$ cat src/rtl/dmem_arbiter.sv
`default_nettype none
// ============================================================================
// dmem_arbiter : two-port (CPU / loader) arbiter and sequencer for shared DMEM
// Revision 1.0
// ============================================================================
module dmem_arbiter #(
   parameter int ADDR_BITS = 12,
   parameter int MAX_WAIT  = 4
) (
   input  logic        clk,
   input  logic        rstn,
   input  logic        req0,
   input  logic        we0,
   input  logic [1:0]  width0,
   input  logic [31:0] addr0,
   input  logic [31:0] wdata0,
   output logic        ack0,
   output logic [31:0] rdata0,
   output logic        err0,
   input  logic        req1,
   input  logic        we1,
   input  logic [1:0]  width1,
   input  logic [31:0] addr1,
   input  logic [31:0] wdata1,
   output logic        ack1,
   output logic [31:0] rdata1,
   output logic        err1,
   output logic        dm_ena,
   output logic        dm_w,
   output logic        dm_r,
   output logic [1:0]  dm_width,
   output logic [31:0] dm_addr,
   output logic [31:0] dm_wdata,
   input  logic [31:0] dm_rdata,
   output logic        busy,
   output logic        gnt_id
);
   typedef enum logic [1:0] {
      IDLE  = 2'd0,
      SERVE = 2'd1,
      RESP  = 2'd2
   } state_t;

   localparam logic [2:0] WAIT_LIMIT = 3'(MAX_WAIT);

   state_t      state;
   logic [2:0]  wait_cnt;
   logic        cmd_we;
   logic        cmd_err;
   logic        strobe_ena;
   logic        strobe_w;
   logic        strobe_r;

   logic        pick1;
   logic        sel_we;
   logic [1:0]  sel_width;
   logic [31:0] sel_addr;
   logic [31:0] sel_wdata;
   logic        sel_bad;

   assign pick1 = req1 && (!req0 || (wait_cnt >= WAIT_LIMIT));

   always_comb begin
      sel_we    = pick1 ? we1    : we0;
      sel_width = pick1 ? width1 : width0;
      sel_addr  = pick1 ? addr1  : addr0;
      sel_wdata = pick1 ? wdata1 : wdata0;
      sel_bad   = (sel_width == 2'b11)
               || ((sel_width == 2'b01) && sel_addr[0])
               || ((sel_width == 2'b10) && (sel_addr[1:0] != 2'b00))
               || ((sel_addr >> ADDR_BITS) != 32'd0);
   end

   // Strobes are gated by rstn so a reset edge can never commit a write.
   assign dm_ena = strobe_ena & rstn;
   assign dm_w   = strobe_w   & rstn;
   assign dm_r   = strobe_r   & rstn;

   always_ff @(posedge clk) begin
      if (!rstn) begin
         state      <= IDLE;
         wait_cnt   <= 3'd0;
         cmd_we     <= 1'b0;
         cmd_err    <= 1'b0;
         strobe_ena <= 1'b0;
         strobe_w   <= 1'b0;
         strobe_r   <= 1'b0;
         dm_width   <= 2'b00;
         dm_addr    <= 32'd0;
         dm_wdata   <= 32'd0;
         ack0       <= 1'b0;
         ack1       <= 1'b0;
         err0       <= 1'b0;
         err1       <= 1'b0;
         rdata0     <= 32'd0;
         rdata1     <= 32'd0;
         busy       <= 1'b0;
         gnt_id     <= 1'b0;
      end else begin
         case (state)
            IDLE: begin
               if (req0 || req1) begin
                  state      <= SERVE;
                  busy       <= 1'b1;
                  gnt_id     <= pick1;
                  cmd_we     <= sel_we;
                  cmd_err    <= sel_bad;
                  strobe_ena <= !sel_bad;
                  strobe_w   <= !sel_bad && sel_we;
                  strobe_r   <= !sel_bad && !sel_we;
                  dm_width   <= sel_bad ? 2'b00 : sel_width;
                  dm_addr    <= sel_bad ? 32'd0 : sel_addr;
                  dm_wdata   <= sel_bad ? 32'd0 : sel_wdata;
                  if (pick1) begin
                     wait_cnt <= 3'd0;
                  end else if (req1 && (wait_cnt != 3'd7)) begin
                     wait_cnt <= wait_cnt + 3'd1;
                  end
               end
            end
            SERVE: begin
               state      <= RESP;
               strobe_ena <= 1'b0;
               strobe_w   <= 1'b0;
               strobe_r   <= 1'b0;
               dm_width   <= 2'b00;
               dm_addr    <= 32'd0;
               dm_wdata   <= 32'd0;
               if (gnt_id) begin
                  ack1   <= 1'b1;
                  err1   <= cmd_err;
                  rdata1 <= (cmd_err || cmd_we) ? 32'd0 : dm_rdata;
               end else begin
                  ack0   <= 1'b1;
                  err0   <= cmd_err;
                  rdata0 <= (cmd_err || cmd_we) ? 32'd0 : dm_rdata;
               end
            end
            RESP: begin
               state  <= IDLE;
               ack0   <= 1'b0;
               ack1   <= 1'b0;
               err0   <= 1'b0;
               err1   <= 1'b0;
               rdata0 <= 32'd0;
               rdata1 <= 32'd0;
               busy   <= 1'b0;
               gnt_id <= 1'b0;
            end
            default: state <= IDLE;
         endcase
      end
   end
endmodule
`default_nettype wire

$ cat config.mk
export PLATFORM = sky130hd
export DESIGN_NAME = dmem_arbiter
export DESIGN_NICKNAME = d
export VERILOG_FILES = /design/src/rtl/dmem_arbiter.sv
export SDC_FILE = /design/constraint.sdc
export NUM_CORES = 1
export LEC_CHECK = 0
export ABC_CLOCK_PERIOD_IN_PS = 1410
export BUFFER_PORTS_ARGS = -buffer_cell sky130_fd_sc_hd__buf_4
export CORE_MARGIN = 3
export CORE_UTILIZATION = 41
export CTS_BUF_LIST = sky130_fd_sc_hd__clkbuf_16
export DETAILED_ROUTE_END_ITERATION = 12
export GPL_ROUTABILITY_DRIVEN = 1
export PLACE_DENSITY = 0.77
export SLEW_MARGIN = 40
export SYNTH_ARGS = -nofsm -noshare
export SYNTH_HDL_FRONTEND = slang
export SYNTH_SLANG_ARGS = --single-unit
export TNS_END_PERCENT = 1
$ cat constraint.sdc
create_clock -name clk -period 1.41 [get_ports clk]
set_input_delay 0.0705 -clock clk [delete_from_list [all_inputs] [get_ports clk]]
set_output_delay 0.0705 -clock clk [all_outputs]
set_load 0.02 [all_outputs]
Word level (Yosys, flattened, before mapping)
Cells that the tools add are included.
{ "totals": {"register_bits": 146, "inputBits": 170, "output_inout_bits": 139, "word_cells": 100} }
{ "op_classes": {"addsub": 1, "magnitude_cmp": 1, "eq_ne": 9, "muxes": 40, "bitwise": 3, "n_reduce_logical": 28} }
{ "op_table": {"columns": ["cell", "count"], "rows": [
  ["two-way mux 32 bit", 9],
  ["one-hot mux 32 bit (2 select lines)", 4],
  ["nonzero test 32 bit", 1],
  ["one-hot mux 1 bit (2 select lines)", 9],
  ["two-way mux 1 bit", 10],
  ["AND reduction 2 bit", 5],
  ["nonzero test 2 bit", 5],
  ["two-way mux 2 bit", 4],
  ["one-hot mux 2 bit (2 select lines)", 2],
  ["== test 2 bit, second input constant", 3],
  ["logical AND 1 bit", 6],
  ["logical OR 1 bit", 6],
  ["two-way mux 3 bit", 2],
  ["inequality test 2 bit, second input constant", 3],
  ["== test 2 x 1 -> 1 bit, second input constant", 2],
  ["adder 3 x 1 -> 3 bit, second input constant", 1],
  ["bitwise AND 1 bit", 3],
  ["greater-or-equal comparator 3 bit, second input constant", 1],
  ["logical NOT 1 bit", 3],
  ["inequality test 3 bit, second input constant", 1],
  ["AND reduction 3 bit", 1],
  ["logical NOT 2 bit", 1]
]} }

Logic depth before layout (Yosys ltp)
Gate-level depths: netlist of the first run.
{ "depth": {"ltp_word": 13, "mapped_depth": 8, "depth_no_buf": 6} }

Least setup slack after synthesis of the first run
OpenSTA, ideal clock, no wires.
{ "synth_timing": {"kind": "register to register", "start": "reg wait_cnt[2]", "end": "reg dm_wdata[0]", "setup_time_ns": 0.115, "arrival_time_ns": 1.359, "path_slack_ns": -0.064, "path_stages_with_launch": 7, "path_buffers": 1, "path_cell_list": "dfxtp_1 -> nand2b_4 -> nand2_4 -> mux2_2 -> nand4_4 -> buf_6 -> o21ai_2"} }
{ "synth_via": {"elab_chain_cells": 12, "word_cells_on_any_way": 19, "cone_classes": "1 x order compare; 3 x eq/ne; 6 x mux; 9 x reduce/logical"} }
{ "synth_lines": {"columns": ["item", "line", "source"], "rows": [
  ["from (decl)", "47", "logic [2:0] wait_cnt;"],
  ["from (signal assigned)", "117", "wait_cnt <= wait_cnt + 3'd1;"],
  ["greater-or-equal comparator 3 bit (*)", "61", "assign pick1 = req1 && (!req0 || (wait_cnt >= WAIT_LIMIT));"],
  ["logical OR 1 bit (*)", "61", null],
  ["logical AND 1 bit (*)", "61", null],
  ["two-way mux 2 bit", "65", "sel_width = pick1 ? width1 : width0;"],
  ["== test 2 x 1 -> 1 bit", "69", "|| ((sel_width == 2'b01) && sel_addr[0])"],
  ["logical AND 1 bit", "69", null],
  ["logical OR 1 bit", "69", null],
  ["logical OR 1 bit", "70", "|| ((sel_width == 2'b10) && (sel_addr[1:0] != 2'b00))"],
  ["logical OR 1 bit", "71", "|| ((sel_addr >> ADDR_BITS) != 32'd0);"],
  ["two-way mux 32 bit (*)", "113", "dm_wdata <= sel_bad ? 32'd0 : sel_wdata;"],
  ["two-way mux 32 bit (*)", "102", "if (req0 || req1) begin"],
  ["one-hot mux 32 bit (2 select lines) (*)", "100", "case (state)"],
  ["to (signal assigned)", "113", null],
  ["to (decl)", "33", "output logic [31:0] dm_wdata,"]
]} }
Mark *: on every way between the ends. The rest lies on a longest branch, timed or not. The select of a mux whose other input is x is not followed.
A chain may end at the register's enable or synchronous reset.

Worst setup path in the final report of the first run
{ "layout_timing": {"start": "reg wait_cnt[2]", "end": "reg dm_wdata[20]"} }
The elaborated chain is that of the path after synthesis.

==> results of run 1 <==
[synthesized netlist by cell type (2+ instances only)]
cell type  instances  share of area, %
a31oi_1            4              0.43
o21a_1             3              0.39
mux2i_1           45               7.8
a21o_1             3              0.39
o21ai_0           10              0.87
inv_1              5              0.32
nor2b_1            3              0.32
nor4_1             8              0.87
a21boi_0          27               3.5
ha_1               2              0.43
nor4b_1            4              0.61
buf_2             18               1.6
and2_1            28               3.0
dfxtp_1          146                51
nand3_1           72               6.2
nor3_1             3              0.26
o22ai_1            3              0.32
clkbuf_1          21               1.4
nand4_1            3              0.32
buf_6              4              0.78
a32o_1            22               3.8
nand2_1           73               4.7
a21oi_1           17               1.5
nor2_1            10              0.65
nand2b_1           3              0.32
a22o_1             2              0.30
o21ai_2           40               6.1
[layer usage]
layer	part of all wire, %	vias up	global-route usage (%)
li1	-	3008	-
met1	34	3189	32.0
met2	50	432	51.3
met3	10	104	11.2
met4	5.1	0	14.7
met5	0	-	0
[state kept, by name, summed over array words and instances, names as in the netlist, 2 cells and up]
signal / flops
dm_width: 2
rdata0: 32
dm_addr: 32
state: 2
dm_wdata: 32
wait_cnt: 3
rdata1: 32
[worst max-delay path, cell delays in order, from the launching register on]
cell      delay (ns)
dfxtp_2         0.33
nand2b_4        0.15
nand2_4         0.10
buf_4           0.22
buf_12          0.21
mux2i_1         0.41
o21ai_4         0.11
[cells by family (layout without fill, tap and decap cells)]
logic type      Yosys count  after routing  synth area share, %
mux                      47             47                 8.37
other cells               0              3                    0
buf+inv                  49            512                 4.15
compound gates          134            134                 18.0
flops                   146            146                 50.5
simple gates            212            212                 18.5
fa+ha+maj                 2              2                0.433
[through the flow]
step                      cells  TNS (ns)  cell area, sq um  total power (W)  worst slack [ns]
after floorplan             590    -0.311              5800          0.00490          -0.00856
after global placement     1071    -12.52              8500          0.00563            -0.288
after detailed placement   1071    -11.10              8500          0.00564            -0.238
after CTS                  1223     -4.81             10400           0.0108            -0.171
after global routing       1232    -15.19             10600           0.0113            -0.327
final                      1232     -9.08             10600           0.0109            -0.233
[cells in the final DEF (no fill, tap or decap), types with 4 or more instances in the layout]
cell type / synthesis / final
a21boi_0: 27 / 25
a21oi_1: 17 / 16
a32o_1: 22 / 22
and2_1: 28 / 26
buf_12: 0 / 8
buf_4: 1 / 333
buf_6: 4 / 8
bufinv_16: 0 / 5
clkbuf_16: 0 / 20
dfxtp_1: 146 / 142
dlygate4sd3_1: 0 / 122
inv_1: 5 / 5
mux2i_1: 45 / 44
nand2_1: 73 / 72
nand3_1: 72 / 72
nor2_1: 10 / 6
nor2_4: 0 / 4
nor4_1: 8 / 7
o21ai_1: 0 / 6
o21ai_2: 40 / 41
[final timing paths]
path	startpoint	to	slack, ns
min	width1[0]	dm_addr[0]$_SDFFE_PN0P_	0.06
max	wait_cnt[2]$_SDFFE_PN0P_	dm_wdata[20]$_SDFFE_PN0P_	-0.23
min reg2reg	strobe_ena$_SDFFE_PN0P_	strobe_ena$_SDFFE_PN0P_	0.44
max reg2reg	wait_cnt[2]$_SDFFE_PN0P_	dm_wdata[20]$_SDFFE_PN0P_	-0.23
[layout make-up]
class                   instances  area share [%]
multi-input cells             395            25.8
well taps                     176            2.07
inverters                       5           0.176
diodes                          3          0.0706
clock buffers                  17            4.00
clock inverters                14            2.00
flip-flops and latches        146            27.5
repair buffers                476            38.3
[repair_timing]
| item | in CTS | in global routing |
|---|---|---|
| gates resized for setup | 20 | 31 |
| pin swaps | 3 | 4 |
| endpoints found under the hold margin | 110 | 1 |
| setup endpoints to repair | 97 | 112 |
| gates cloned | 0 | 4 |
| hold buffers | 121 | 1 |
| buffers inserted | 0 | 1 |
[power groups by stage]
stage,clock [W],combinational (W),sequential (W)
3_3_place_gp,0,0.00130,0.00434
3_5_place_dp,0,0.00130,0.00434
4_1_cts,0.00496,0.00161,0.00425
5_1_grt,0.00521,0.00180,0.00426
6_report,0.00497,0.00171,0.00425
2_1_floorplan,0,0.000499,0.00441
==> flow_summary.yaml, run 1 <==
final_layout:
  area_growth_pct: 83.9
  filler_cell_count: 795
  drive_gt1_share_pct: 43.0
  post-route-util_pct: 78.8
  seq_area_sq_mm: 0.00293
  multi_input_area_sq_mm: 0.00275
  nNetsFinal: 1213
worst_setup_path:
  worst-endpoint-arrival_ns: 1.94
  end_kind: "register"
  critical_path_required_ns: 1.71
  startpoint_type: "register"
  crit_path_max_fanout: 18
  rr_worst_depth: 6
  path_class: "register to register"
synth:
  synth_seq_area_share_pct: 50.5
  postSynthRegisterBits: 146
  gate_count_post_synth: 590
  yosysUniqueCellTypes: 38
  synthArstFlopShare_pct: 0
  synth-edff-count: 0
  synth_warnings: 0
  postSynth.topFlopCell: "dfxtp_1"
  synth.cell_area_sq_mm: 0.00578
  synthesis.nets: 762
  avgSynthCellArea_sq_um: 9.80
detailed_routing:
  detail_route.vias_per_cell: 5.47
  final_routed_wire_length_divided_by_cell_count_um: 21.4
  drt-total-wl_um: 26300
  drt_first_pass_iters: 4
  vias: 6733
  antenna_violating_nets_post_route: 0
  drc: 0
  detail_route.iter0.violations: 532
power:
  internal_power_w: 0.00824
  seq_power_share_pct: 38.9
  p_comb_share_pct: 15.7
  powerDensity_mw_per_mm2: 1030
  power_leakage_nw: 4.88
  clock_power_share_pct: 45.5
  p_sw_share_pct: 24.7
  max-vdd-ir-drop_v: 0.000753
  total_net_switching_power_w: 0.00269
sta:
  setup_violations: 61
  setup_ws_ns: -0.233
  fin_worst_skew_ns: 0.00714
  max_slew.worst_pin.slew_ns: 0.402
  whs_ns: 0.0582
  layout_min_cycle_time_ns: 1.64
  hold_viol_final: 0
  timing.slew.headroom_pct: 72.4
  timing_max_transition_violations_final: 0
  timing.final.crit_share_pct: 117
  unrepaired_setup_endpoints_after_global_routing: "yes"
  fmax_mhz: 609
floorplanning:
  die_w_um: 125
  design.die.area_sq_mm: 0.0156
  io-pin-count: 309
  die_h_um: 125
  row_count: 42
  core_sq_mm: 0.0135
  floorplan.initialDensity_pct: 42.8
clock_network:
  cts-root-to-sink-buffers: 2
  clkSinkCount: 146
  clock_edge_transition_at_the_registers_on_the_reported_setup_and_hold_paths_ns: 0.06
  root_buffer_cell: "clkbuf_16"
  ctsHtreeMaxLevel: 4
  tritoncts: "yes"
  worst_skew_pair_latency_ns: 0.42
  tritoncts.num_buffers: 17
grt:
  grt_pass1_vias: 6888
  grt_overflow_total: 0
  wire_length_of_the_first_global_routing_pass_um: 37000
  largest_net_degree_at_the_start_of_global_routing: 34
  track_usage_pct: 29.8
  grt_antenna_before_repair: 3
place:
  portBuffers: 308
  finalWeightedCongestion: 0.795
  hpwlAfterDp_um: 14500
hold_path:
  timing.hold.worst_path_depth: 4
  hold_path_class: "input pin to register"
outcome:
  status: "finished with violations"
  failed_checks: "negative setup slack"
job:
  maxCapViolations: 0
Note: power is estimated with default switching activity, not from simulation.
==> run 2: changes to the inputs <==
--- a/config.mk
+++ b/config.mk
@@ -12,6 +12,7 @@
 export CTS_BUF_LIST = sky130_fd_sc_hd__clkbuf_16
 export DETAILED_ROUTE_END_ITERATION = 12
 export GPL_ROUTABILITY_DRIVEN = 1
+export HOLD_SLACK_MARGIN = 0.03
 export PLACE_DENSITY = 0.77
 export SLEW_MARGIN = 40
 export SYNTH_ARGS = -nofsm -noshare
==> constraint.sdc (replaced) <==
create_clock -name clk -period 1.41 [get_ports clk]
set_input_delay 0.0705 -clock clk [delete_from_list [all_inputs] [get_ports clk]]
set_output_delay 0.0705 -clock clk [all_outputs]
set_load 0.1 [all_outputs]
==> run 2 against run 1 <==
Effect of this change:
- sequential power is essentially flat
- via count decreased by 2.2%
- flip-flop and latch count did not move
- clock-buffer cell count is the same
- non-clock buffer count fell by 8
- maximum frequency shrank 4.6%
- the flow still finishes with violations (negative setup slack)
==> flow_summary.yaml, run 2 (synthesis results as in run 1) <==
outcome:
  status: "finished with violations"
  failed_checks: "negative setup slack"
detailed_routing:
  antenna_violating_nets_post_route: 0
  detail_route.vias_per_cell: 5.38
  drt_first_pass_iters: 5
  final_routed_wire_length_divided_by_cell_count_um: 20.2
  drc: 0
  vias: 6582
  detail_route.iter0.violations: 530
  drt-total-wl_um: 24700
floorplanning:
  core_sq_mm: 0.0135
  design.die.area_sq_mm: 0.0156
  die_h_um: 125
  die_w_um: 125
  io-pin-count: 309
  floorplan.initialDensity_pct: 42.8
  row_count: 42
clock_network:
  tritoncts.num_buffers: 17
  clock_edge_transition_at_the_registers_on_the_reported_setup_and_hold_paths_ns: 0.06
  clkSinkCount: 146
  worst_skew_pair_latency_ns: 0.43
  ctsHtreeMaxLevel: 4
  tritoncts: "yes"
  root_buffer_cell: "clkbuf_16"
  cts-root-to-sink-buffers: 2
grt:
  track_usage_pct: 29.5
  largest_net_degree_at_the_start_of_global_routing: 42
  grt_overflow_total: 0
  wire_length_of_the_first_global_routing_pass_um: 36700
  grt_pass1_vias: 6847
  grt_antenna_before_repair: 2
power:
  power_leakage_nw: 4.77
  powerDensity_mw_per_mm2: 1030
  max-vdd-ir-drop_v: 0.000722
sta:
  timing_max_transition_violations_final: 0
  timing.slew.headroom_pct: 74.2
  fin_worst_skew_ns: 0.0102
  setup_violations: 67
  whs_ns: 0.0735
  fmax_mhz: 580
  unrepaired_setup_endpoints_after_global_routing: "yes"
  setup_ws_ns: -0.313
  layout_min_cycle_time_ns: 1.72
  timing.final.crit_share_pct: 122
  max_slew.worst_pin.slew_ns: 0.377
  fin_tns_setup_ns: -6.80
  hold_viol_final: 0
worst_setup_path:
  rr_endpoint: "dm_addr[3]$_SDFFE_PN0P_"
  r2r_start: "wait_cnt[2]$_SDFFE_PN0P_"
  critical_path_required_ns: 1.71
  ff2ff_setup_slack_ns: -0.31
  worst-endpoint-arrival_ns: 2.02
  crit_path_max_fanout: 24
  path_class: "register to register"
  startpoint_type: "register"
  end_kind: "register"
  rr_worst_depth: 6
final_layout:
  drive_gt1_share_pct: 43.1
  layoutNonFillerInstCount: 1224
  nNetsFinal: 1205
  postLayoutCellArea_sq_mm: 0.0105
  most_common_library_cell_in_the_layout_ignoring_fill_and_taps: "buf_4"
  most-common-layout-cells: "buf_4, dfxtp_1, dlygate4sd3_1"
  area_growth_pct: 81.5
place:
  detailedPlace.worstSlack_ns: -0.260
  finalWeightedCongestion: 0.800
  hpwlAfterDp_um: 13900
  dp_cells: 1064
  dpl-instance-area_sq_mm: 0.00848
  portBuffers: 308
hold_path:
  worstHoldStart: "req0"
  hold_path_class: "input pin to register"
  whs_endpoint: "wait_cnt[1]$_SDFFE_PN0P_"
  timing.hold.worst_path_depth: 4
job:
  maxCapViolations: 0
## run 2: repair_timing
item / 4_1_cts / 5_1_grt
hold buffers: 123 / 0
cloned: 2 / 0
hold endpoints to repair: 113 / 0
buffers inserted: 5 / 0
endpoints found under the setup margin: 99 / 106
resized for setup: 29 / 30
pin swaps: 8 / 14
## run 2: how the worst max path moves through the flow
stage	from	endpoint	slack [ns]	depth (start not counted)
CTS	state[0]$_SDFFE_PN0P_	dm_addr[9]$_SDFFE_PN0P_	-0.18	8
global placement	state[1]$_SDFFE_PN0P_	err0$_SDFFE_PN0P_	-0.29	4
floorplan	wait_cnt[2]$_SDFFE_PN0P_	dm_addr[7]$_SDFFE_PN0P_	-0.03	6
global route	wait_cnt[2]$_SDFFE_PN0P_	dm_addr[3]$_SDFFE_PN0P_	-0.33	6
finish	wait_cnt[2]$_SDFFE_PN0P_	dm_addr[3]$_SDFFE_PN0P_	-0.31	6
detailed placement	state[1]$_SDFFE_PN0P_	dm_addr[9]$_SDFFE_PN0P_	-0.26	7
## run 2: final cells by class
type                            instances  area, sq um
Tap cell                              176          220
Inverter                                5         18.8
Sequential cell                       146         2930
Clock inverter                         15          156
Multi-Input combinational cell        395         2800
Antenna cell                            2         5.00
Clock buffer                           17          425
Timing Repair Buffer                  468         3950
Fill cell                             831         3000
## run 2: metal layers
layer  track usage (%)  vias to the layer above  share of wire (%)
li1                  -                     2996                  -
met1              31.9                     3126                 36
met2              52.5                      397                 51
met3              10.5                       63                9.9
met4              11.2                        0                2.9
met5                 0                        -                  0
## run 2: worst max-delay path, stage by stage (launching register included)
cell and delay (ns):
dfxtp_2 0.33, nand2b_4 0.15, nand2_4 0.11, buf_12 0.20
buf_12 0.24, mux2i_1 0.40, o21ai_2 0.13
## run 2: power by group
part | internal, W | switching (W)
sequential | 0.00420 | 0.0000517
clock | 0.00262 | 0.00190
combinational | 0.000911 | 0.00115
total | 0.00773 | 0.00310
## run 2: stage by stage
step	total power, W	util, %
4_1_cts	0.0107	77.4
3_3_place_gp	0.00598	62.7
3_5_place_dp	0.00599	62.8
6_report	0.0108	77.8
5_1_grt	0.0111	77.8
2_1_floorplan	0.00526	-
